[config.mk]
export PLATFORM = sky130hd
export DESIGN_NAME = rf_wb_ctrl_flat
export DESIGN_NICKNAME = d
export VERILOG_FILES = /design/src/rtl/rf_wb_ctrl_pkg.sv /design/src/rtl/rf_wb_ctrl_if.sv /design/src/rtl/rf_wb_ctrl_scoreboard.sv /design/src/rtl/rf_wb_ctrl.sv /design/src/flat_wrapper.sv
export SDC_FILE = /design/constraint.sdc
export NUM_CORES = 1
export LEC_CHECK = 0
export BUFFER_PORTS_ARGS = -buffer_cell sky130_fd_sc_hd__buf_2
export CAP_MARGIN = 20
export CORE_MARGIN = 3
export CORE_UTILIZATION = 49
export CTS_BUF_LIST = sky130_fd_sc_hd__clkbuf_4
export DETAILED_ROUTE_END_ITERATION = 10
export GPL_ROUTABILITY_DRIVEN = 0
export HOLD_SLACK_MARGIN = 0.12
export PLACE_DENSITY = 0.77
export SYNTH_ARGS = -nofsm -noshare
export SYNTH_HDL_FRONTEND = slang
export SYNTH_SLANG_ARGS = --single-unit
[constraint.sdc]
create_clock -name i_clk -period 2.6 [get_ports i_clk]
set_clock_uncertainty 0.05 [all_clocks]
set_input_delay 0.52 -clock i_clk [delete_from_list [all_inputs] [get_ports i_clk]]
set_output_delay 0.52 -clock i_clk [all_outputs]
set_load 0.03 [all_outputs]
[src/rtl/rf_wb_ctrl_pkg.sv]
// Shared register-file controller types: widths, write-source tag, starvation counter width.
// Imported by the scoreboard, the bus interface and the write-port controller.
package rf_ctrl_pkg;
  localparam int XLEN         = 32;
  localparam int REG_ADDR_W   = 5;
  localparam int NUM_REGS     = 32;
  localparam int STARVE_CNT_W = 4;

  typedef enum logic {
    WB_SRC_PIPE = 1'b0,
    WB_SRC_LU   = 1'b1
  } wb_src_e;

  typedef logic [REG_ADDR_W-1:0] reg_addr_t;
  typedef logic [XLEN-1:0]       reg_data_t;
endpackage

[src/rtl/rf_wb_ctrl_if.sv]
// Bus bundle around the register-file write-port controller: writeback requests, issue/decode lookups, RF port.
// master = surrounding pipeline (drives i_*), slave = rf_wb_ctrl (drives o_*).
interface rf_wb_ctrl_if;
  import rf_ctrl_pkg::*;

  logic      i_wb_valid;
  reg_addr_t i_wb_rd_addr;
  reg_data_t i_wb_rd_data;
  logic      o_wb_ready;

  logic      i_lu_valid;
  reg_addr_t i_lu_rd_addr;
  reg_data_t i_lu_rd_data;
  logic      o_lu_ready;

  logic      i_iss_valid;
  reg_addr_t i_iss_rd_addr;
  reg_addr_t i_rs1_addr;
  reg_addr_t i_rs2_addr;
  logic      o_rs1_busy;
  logic      o_rs2_busy;
  logic      o_rd_busy;

  reg_addr_t o_rd_addr;
  reg_data_t o_rd_data;
  logic      o_rd_wren;

  modport master (
    output i_wb_valid, i_wb_rd_addr, i_wb_rd_data,
    output i_lu_valid, i_lu_rd_addr, i_lu_rd_data,
    output i_iss_valid, i_iss_rd_addr, i_rs1_addr, i_rs2_addr,
    input  o_wb_ready, o_lu_ready, o_rs1_busy, o_rs2_busy, o_rd_busy,
    input  o_rd_addr, o_rd_data, o_rd_wren
  );

  modport slave (
    input  i_wb_valid, i_wb_rd_addr, i_wb_rd_data,
    input  i_lu_valid, i_lu_rd_addr, i_lu_rd_data,
    input  i_iss_valid, i_iss_rd_addr, i_rs1_addr, i_rs2_addr,
    output o_wb_ready, o_lu_ready, o_rs1_busy, o_rs2_busy, o_rd_busy,
    output o_rd_addr, o_rd_data, o_rd_wren
  );
endinterface

[src/rtl/rf_wb_ctrl_scoreboard.sv]
// Busy-bit scoreboard for in-flight long-latency destinations; x0 never busy, set beats clear on the same edge.
// Lookups are combinational; updates land on the clock edge.
module rf_scoreboard
  import rf_ctrl_pkg::*;
(
  input  logic      i_clk,
  input  logic      i_reset,
  input  logic      i_set_en,
  input  reg_addr_t i_set_addr,
  input  logic      i_clr_en,
  input  reg_addr_t i_clr_addr,
  input  reg_addr_t i_rs1_addr,
  input  reg_addr_t i_rs2_addr,
  input  reg_addr_t i_rd_addr,
  output logic      o_rs1_busy,
  output logic      o_rs2_busy,
  output logic      o_rd_busy
);
  logic [NUM_REGS-1:1] r_busy;
  logic [NUM_REGS-1:0] w_busy;

  assign w_busy = {r_busy, 1'b0};

  // Set is applied after clear so it wins when both target the same register.
  always_ff @(posedge i_clk) begin
    if (i_reset) begin
      r_busy <= '0;
    end else begin
      if (i_clr_en && (i_clr_addr != '0)) begin
        r_busy[i_clr_addr] <= 1'b0;
      end
      if (i_set_en && (i_set_addr != '0)) begin
        r_busy[i_set_addr] <= 1'b1;
      end
    end
  end

  assign o_rs1_busy = w_busy[i_rs1_addr];
  assign o_rs2_busy = w_busy[i_rs2_addr];
  assign o_rd_busy  = w_busy[i_rd_addr];
endmodule

[src/rtl/rf_wb_ctrl.sv]
// Register-file write-port arbiter (pipeline vs long unit) with hazard scoreboard; one-cycle registered write.
// Readies are combinational; RF_WB_STARVE_GUARD_EN adds a starvation counter that forces the pipeline to yield.
module rf_wb_ctrl
  import rf_ctrl_pkg::*;
#(
  parameter int unsigned STARVE_LIMIT = 4
)
(
  input logic         i_clk,
  input logic         i_reset,
  rf_wb_ctrl_if.slave bus
);
  logic      w_force;
  logic      w_wb_grant;
  logic      w_lu_grant;
  logic      w_clr_en;

  reg_addr_t r_rd_addr;
  reg_data_t r_rd_data;
  logic      r_rd_wren;
  wb_src_e   r_src;

  if ((STARVE_LIMIT < 1) || (STARVE_LIMIT > 15)) begin : g_bad_limit
    $error("rf_wb_ctrl: STARVE_LIMIT must be within 1..15");
  end

`ifdef RF_WB_STARVE_GUARD_EN
  localparam logic [STARVE_CNT_W-1:0] LP_LIMIT = STARVE_CNT_W'(STARVE_LIMIT);

  logic [STARVE_CNT_W-1:0] r_starve_cnt;
  logic                    w_lu_xfer;

  assign w_force   = (r_starve_cnt == LP_LIMIT);
  assign w_lu_xfer = bus.i_lu_valid && bus.o_lu_ready;

  // A refused request implies force is clear, so the count never passes the limit.
  always_ff @(posedge i_clk) begin
    if (i_reset) begin
      r_starve_cnt <= '0;
    end else if (w_lu_xfer) begin
      r_starve_cnt <= '0;
    end else if (bus.i_lu_valid && !bus.o_lu_ready) begin
      r_starve_cnt <= r_starve_cnt + 1'b1;
    end
  end
`else
  assign w_force = 1'b0;
`endif

  assign w_wb_grant     = bus.i_wb_valid && !w_force;
  assign w_lu_grant     = bus.i_lu_valid && !w_wb_grant;
  assign bus.o_wb_ready = !w_force;
  assign bus.o_lu_ready = w_force || !bus.i_wb_valid;

  always_ff @(posedge i_clk) begin
    if (i_reset) begin
      r_rd_addr <= '0;
      r_rd_data <= '0;
      r_rd_wren <= 1'b0;
      r_src     <= WB_SRC_PIPE;
    end else if (w_wb_grant) begin
      r_rd_addr <= bus.i_wb_rd_addr;
      r_rd_data <= bus.i_wb_rd_data;
      r_rd_wren <= (bus.i_wb_rd_addr != '0);
      r_src     <= WB_SRC_PIPE;
    end else if (w_lu_grant) begin
      r_rd_addr <= bus.i_lu_rd_addr;
      r_rd_data <= bus.i_lu_rd_data;
      r_rd_wren <= (bus.i_lu_rd_addr != '0);
      r_src     <= WB_SRC_LU;
    end else begin
      r_rd_wren <= 1'b0;
    end
  end

  assign bus.o_rd_addr = r_rd_addr;
  assign bus.o_rd_data = r_rd_data;
  assign bus.o_rd_wren = r_rd_wren;

  // Busy bit retires on the same edge the register file stores the long-unit result.
  assign w_clr_en = r_rd_wren && (r_src == WB_SRC_LU);

  rf_scoreboard u_scoreboard (
    .i_clk      (i_clk),
    .i_reset    (i_reset),
    .i_set_en   (bus.i_iss_valid),
    .i_set_addr (bus.i_iss_rd_addr),
    .i_clr_en   (w_clr_en),
    .i_clr_addr (r_rd_addr),
    .i_rs1_addr (bus.i_rs1_addr),
    .i_rs2_addr (bus.i_rs2_addr),
    .i_rd_addr  (bus.i_iss_rd_addr),
    .o_rs1_busy (bus.o_rs1_busy),
    .o_rs2_busy (bus.o_rs2_busy),
    .o_rd_busy  (bus.o_rd_busy)
  );
endmodule

[src/flat_wrapper.sv]
// flat-port wrapper written by rule: the top's interface ports become plain ports
module rf_wb_ctrl_flat import rf_ctrl_pkg::*;
#(
  parameter int unsigned STARVE_LIMIT = 4
)
  (i_clk, i_reset, bus_i_wb_valid, bus_i_wb_rd_addr, bus_i_wb_rd_data, bus_i_lu_valid, bus_i_lu_rd_addr, bus_i_lu_rd_data, bus_i_iss_valid, bus_i_iss_rd_addr, bus_i_rs1_addr, bus_i_rs2_addr, bus_o_wb_ready, bus_o_lu_ready, bus_o_rs1_busy, bus_o_rs2_busy, bus_o_rd_busy, bus_o_rd_addr, bus_o_rd_data, bus_o_rd_wren);
  rf_wb_ctrl_if bus_i ();
  input logic i_clk;
  input logic i_reset;
  input wire logic [$bits(bus_i.i_wb_valid)-1:0] bus_i_wb_valid;
  input wire logic [$bits(bus_i.i_wb_rd_addr)-1:0] bus_i_wb_rd_addr;
  input wire logic [$bits(bus_i.i_wb_rd_data)-1:0] bus_i_wb_rd_data;
  input wire logic [$bits(bus_i.i_lu_valid)-1:0] bus_i_lu_valid;
  input wire logic [$bits(bus_i.i_lu_rd_addr)-1:0] bus_i_lu_rd_addr;
  input wire logic [$bits(bus_i.i_lu_rd_data)-1:0] bus_i_lu_rd_data;
  input wire logic [$bits(bus_i.i_iss_valid)-1:0] bus_i_iss_valid;
  input wire logic [$bits(bus_i.i_iss_rd_addr)-1:0] bus_i_iss_rd_addr;
  input wire logic [$bits(bus_i.i_rs1_addr)-1:0] bus_i_rs1_addr;
  input wire logic [$bits(bus_i.i_rs2_addr)-1:0] bus_i_rs2_addr;
  output wire logic [$bits(bus_i.o_wb_ready)-1:0] bus_o_wb_ready;
  output wire logic [$bits(bus_i.o_lu_ready)-1:0] bus_o_lu_ready;
  output wire logic [$bits(bus_i.o_rs1_busy)-1:0] bus_o_rs1_busy;
  output wire logic [$bits(bus_i.o_rs2_busy)-1:0] bus_o_rs2_busy;
  output wire logic [$bits(bus_i.o_rd_busy)-1:0] bus_o_rd_busy;
  output wire logic [$bits(bus_i.o_rd_addr)-1:0] bus_o_rd_addr;
  output wire logic [$bits(bus_i.o_rd_data)-1:0] bus_o_rd_data;
  output wire logic [$bits(bus_i.o_rd_wren)-1:0] bus_o_rd_wren;
  assign bus_i.i_wb_valid = bus_i_wb_valid;
  assign bus_i.i_wb_rd_addr = bus_i_wb_rd_addr;
  assign bus_i.i_wb_rd_data = bus_i_wb_rd_data;
  assign bus_i.i_lu_valid = bus_i_lu_valid;
  assign bus_i.i_lu_rd_addr = bus_i_lu_rd_addr;
  assign bus_i.i_lu_rd_data = bus_i_lu_rd_data;
  assign bus_i.i_iss_valid = bus_i_iss_valid;
  assign bus_i.i_iss_rd_addr = bus_i_iss_rd_addr;
  assign bus_i.i_rs1_addr = bus_i_rs1_addr;
  assign bus_i.i_rs2_addr = bus_i_rs2_addr;
  assign bus_o_wb_ready = bus_i.o_wb_ready;
  assign bus_o_lu_ready = bus_i.o_lu_ready;
  assign bus_o_rs1_busy = bus_i.o_rs1_busy;
  assign bus_o_rs2_busy = bus_i.o_rs2_busy;
  assign bus_o_rd_busy = bus_i.o_rd_busy;
  assign bus_o_rd_addr = bus_i.o_rd_addr;
  assign bus_o_rd_data = bus_i.o_rd_data;
  assign bus_o_rd_wren = bus_i.o_rd_wren;
  rf_wb_ctrl #(.STARVE_LIMIT(STARVE_LIMIT)) u_core (.i_clk(i_clk), .i_reset(i_reset), .bus(bus_i));
endmodule
## After elaboration in Yosys (flattened, before gate mapping)

Index checks and enable logic that the tools add are counted.
Widths: inputs -> output; s select.

- ROM bits: 0
- Flip-flop bits (word level): 70
- Logic and storage cells: 46
- Bits of input ports: 94
- Bits in writable memories: 0
- Output and inout bits: 43
- Memories kept: 0
- Latch bits: 0

- $mul: 0
- Div/mod/pow operators: 0
- Eq/ne operators: 0
- Shifts and indexed selects: 0
- Add/subtract/negate cells: 0
- Mux-type cells: 19
- Reduce and logical (&&, ||, !) cells: 13
- Magnitude comparators: 6
- Bitwise logic cells: 3

Operators by type and width:

| cell | number |
|---|---|
| $mux 31 | 3 |
| $mux 32 | 2 |
| $and 31x31->31 | 1 |
| $not 31->31 | 1 |
| $or 31x31->31 | 1 |
| $lt 5x6->1 const B | 4 |
| $reduce_bool 5->1 | 4 |
| $bmux 1 s5 | 3 |
| $demux 1 s5 | 2 |
| $ge 5x1->1 const B | 2 |
| $mux 5 | 2 |
| $mux 1 | 7 |
| $logic_and 1x1->1 | 6 |
| $reduce_bool 2->1 | 1 |
| $reduce_or 2->1 | 1 |
| $logic_not 1->1 | 1 |

## Longest topological paths before layout

- Depth after elaboration: 10
- Gate-level depth with buffers: 7

## Cells and area by module

A second synthesis with hierarchy kept.

- Cells, all modules: 491
- Area, all modules: 4045.1 sq um

Modules (own cells, without submodules):

| module | times used | area an instance (sq um) | cells each |
|---|---|---|---|
| rf_scoreboard | 1 | 2232.1 | 277 |
| rf_wb_ctrl | 1 | 1813.0 | 214 |

## Least setup slack after synthesis

OpenSTA, ideal clock, no wires.

- Path kind: input to output
- From: in bus_i_rs1_addr[0]
- To: out bus_o_rs1_busy
- Setup slack: 0.328 ns
- Data arrival time: 1.702 ns
- Stages on the path: 6
- Path through: buf_2 -> mux4_2 -> nor2_1 -> nor4_1 -> a31oi_1 -> nand3_1

- Word-level cells in the longest chain between the ends: 2

RTL lines:

| element | line | text |
|---|---|---|
| start: declaration | flat_wrapper.sv:18 | `input wire logic [$bits(bus_i.i_rs1_addr)-1:0] bus_i_rs1_addr;` |
| $bmux 1 s5 | rf_wb_ctrl_scoreboard.sv:38 | `assign o_rs1_busy = w_busy[i_rs1_addr];` |
| $mux 1 (implied by the code) | rf_wb_ctrl_scoreboard.sv:38 |  |
| end: declaration | flat_wrapper.sv:22 | `output wire logic [$bits(bus_i.o_rs1_busy)-1:0] bus_o_rs1_busy;` |

No other way between the ends. The select of a mux whose other input is x is not followed.

## Worst setup path in the final report

- From: in bus_i_iss_rd_addr[4]
- To: out bus_o_rd_busy

- Word-level cells in the longest chain between the ends: 2

RTL lines:

| element | line | text |
|---|---|---|
| start: declaration | flat_wrapper.sv:17 | `input wire logic [$bits(bus_i.i_iss_rd_addr)-1:0] bus_i_iss_rd_addr;` |
| $bmux 1 s5 | rf_wb_ctrl_scoreboard.sv:40 | `assign o_rd_busy = w_busy[i_rd_addr];` |
| $mux 1 (implied by the code) | rf_wb_ctrl_scoreboard.sv:40 |  |
| end: declaration | flat_wrapper.sv:24 | `output wire logic [$bits(bus_i.o_rd_busy)-1:0] bus_o_rd_busy;` |

No other way between the ends. The select of a mux whose other input is x is not followed.

==> impl_metrics.ini <==
[floorplan]
core-area_um2 = 7486
ios = 137
dieArea_um2 = 9035
rows = 31
die_w_um = 95.06
die_h_um = 95.06
initial_core_util = 0.5191

[timing]
fmax_ghz = 0.3937
hold_viol_final = 0
fin_tns_setup_ps = 0
rsz0062_at_grt = false
max_slew_margin = 0.5540
period_minus_slack_ps = 2540
worst_hold_slack_ps = 278.6
post-route-worst-setup-slack_ps = 59.81
slew_violations = 0
setup_viol = 0
tightest_slew_ps = 667.7
period_share = 0.9770

[final_layout]
final_core_util = 0.6345
area_delta_synth_final_pct = 22.22
drive_above_1_share = 0.2730
final_cells = 707
final_net_count = 697
antenna_cells = 0
final_area_um2 = 4750

[setup_path]
worstSetupPathType = in2out
arrival_ps = 1970
worstSetupEndpointType = output port
cp-start-kind = input port
cp_max_fo = 11
worstPathRequired_ps = 2030
reg2reg_slack_ps = 1240

[cts]
cts_tree = done
htreeDepth = 3
cts_resized = 0
hold_buffers = 0
cts.sinks = 70
cts_buffers = 9
clock_path_buffers = 2
clkTransAtPathRegs_ps = 120
root_buffer = clkbuf_4
cts_setup_buffers = 0
insertion_delay_ps = 410

[place]
port_buffers = 135
dp_cells = 691
post-place-ws_ps = 63.82
placed_cell_area_um2 = 4592
dpl.hpwl_um = 8993

[global_route]
antenna_found_initial = 0
grtUsageTotal = 0.2668
grt_pass1_vias = 3958
grt_max_degree = 49
grt_overflow = 0
grt_first_pass_wirelength_um = 18730

[pwr]
p_int_mw = 1.694
power.share.clock = 0.317
power.density_nw_per_um2 = 509.5
switching_share = 0.3002
finalPower_mw = 2.420
leakagePower_nw = 2.113
combPwrFrac = 0.206
ir_drop_mv = 0.3442
switchingPower_mw = 0.7264
power_frac_seq = 0.477

[routing]
firstDrtPassIters = 5
drt-wirelength-per-cell_um = 16.56
viasPerCell = 5.751
drtIter0Drc = 246
wl_um = 11710
ant_nets = 0
drc_errors = 0
num_vias = 4066

[synth]
async_flop_share = 0
syn_area_um2 = 3886
synth_edf_count = 0
ys_seq_elements = 70
avgSynthCellArea_um2 = 8.046
seq_area_frac_synth = 0.3606
syn_inst = 483
synth_top_cell_by_area = dfxtp_1
synth_area_leaders = dfxtp_1, mux2i_1, a21oi_1
synth_nets = 577
yosys.cell_types.count = 33
synthDominantCellAreaShare = 0.3606
yosysWarningCount = 0
synth_flop_cell = dfxtp_1

[outcome]
outcome = finished, final reports clean

[flow_run]
cap_violations = 0

[hold_path]
min_path_type = in2reg
-- layer usage --
metal / share of wire / track usage / up-vias
li1: - / - / 1958
met1: 0.39 / 0.3233 / 1858
met2: 0.48 / 0.4433 / 208
met3: 0.092 / 0.06393 / 42
met4: 0.034 / 0.1310 / 0
met5: 0 / 0 / -
-- area by class of cell --
cell class              instances  area, um2
inverters                       3      11.26
fillers                       657       2736
well taps                      99      123.9
clock inverters                 7      88.84
flip-flops and latches         70       1401
repair buffers                143      748.2
clock buffers                   9      67.56
multi-input cells             376       2308
-- cells in the final DEF (no fill, tap or decap), types with 2 or more instances in the layout --
cell type and instances:
a2111oi_0 7, a21oi_1 68, a221oi_1 7, a31oi_1 4, and2_1 3, buf_2 135
buf_4 7, bufinv_16 2, clkbuf_4 9, clkinv_1 2, dfxtp_1 70, inv_1 3
mux2_2 2, mux2i_1 54, mux4_1 3, mux4_2 6, nand2_1 42, nand2b_1 5
nand3_1 12, nand4_1 2, nand4b_1 2, nor2_1 87, nor2b_1 15, nor3_1 6
nor3b_1 6, nor4_1 5, o21ai_0 33
-- critical path, cell delays in order --
cell and delay, ps:
buf_2 200, mux4_1 590, mux2_4 280, o21ai_1 130, nor2_1 60, buf_2 180
-- power by group through the flow --
stage / Clock (mW) / Sequential [mW] / Combinational, mW
2_1_floorplan: 0 / 1.25 / 0.252
3_3_place_gp: 0 / 1.17 / 0.485
3_5_place_dp: 0 / 1.18 / 0.497
4_1_cts: 0.788 / 1.15 / 0.498
5_1_grt: 0.835 / 1.16 / 0.545
6_report: 0.767 / 1.15 / 0.499
-- flip-flops by register name, summed over array words and instances (netlist names) --
name,cells
u_core.bus.o_rd_wren,1
u_core.bus.o_rd_addr,5
u_core.bus.o_rd_data,32
u_core.r_src,1
u_core.u_scoreboard.r_busy,31
-- cell usage after synthesis, types with 7 or more instances --
| cell | count |
|---|---|
| a21oi_1 | 68 |
| mux2i_1 | 54 |
| a221oi_1 | 7 |
| nand3_1 | 12 |
| nor2_1 | 87 |
| buf_2 | 10 |
| a2111oi_0 | 8 |
| o21ai_0 | 33 |
| nor2b_1 | 15 |
| dfxtp_1 | 70 |
| nand2_1 | 42 |
| clkbuf_1 | 16 |
-- worst paths after layout --
kind,endpoint,start,cells past startpoint
hold / removal,u_core.bus.o_rd_data[22]$_SDFFE_PP0P_,bus_i_wb_rd_data[22],3
setup / recovery,bus_o_rd_busy,bus_i_iss_rd_addr[4],6
setup reg to reg,u_core.u_scoreboard.r_busy[16]$_SDFF_PP0_,u_core.bus.o_rd_wren$_SDFF_PP0_,4
hold reg to reg,u_core.u_scoreboard.r_busy[29]$_SDFF_PP0_,u_core.u_scoreboard.r_busy[29]$_SDFF_PP0_,2
-- logic make-up after synthesis --
| kind of cell | share of synthesized area |
|---|---|
| other cells | 0.0009649 |
| simple gates | 0.2173 |
| compound gates | 0.1716 |
| flops | 0.3606 |
| buf+inv | 0.04572 |
| mux | 0.2038 |
(Power assumes the default switching activity.)
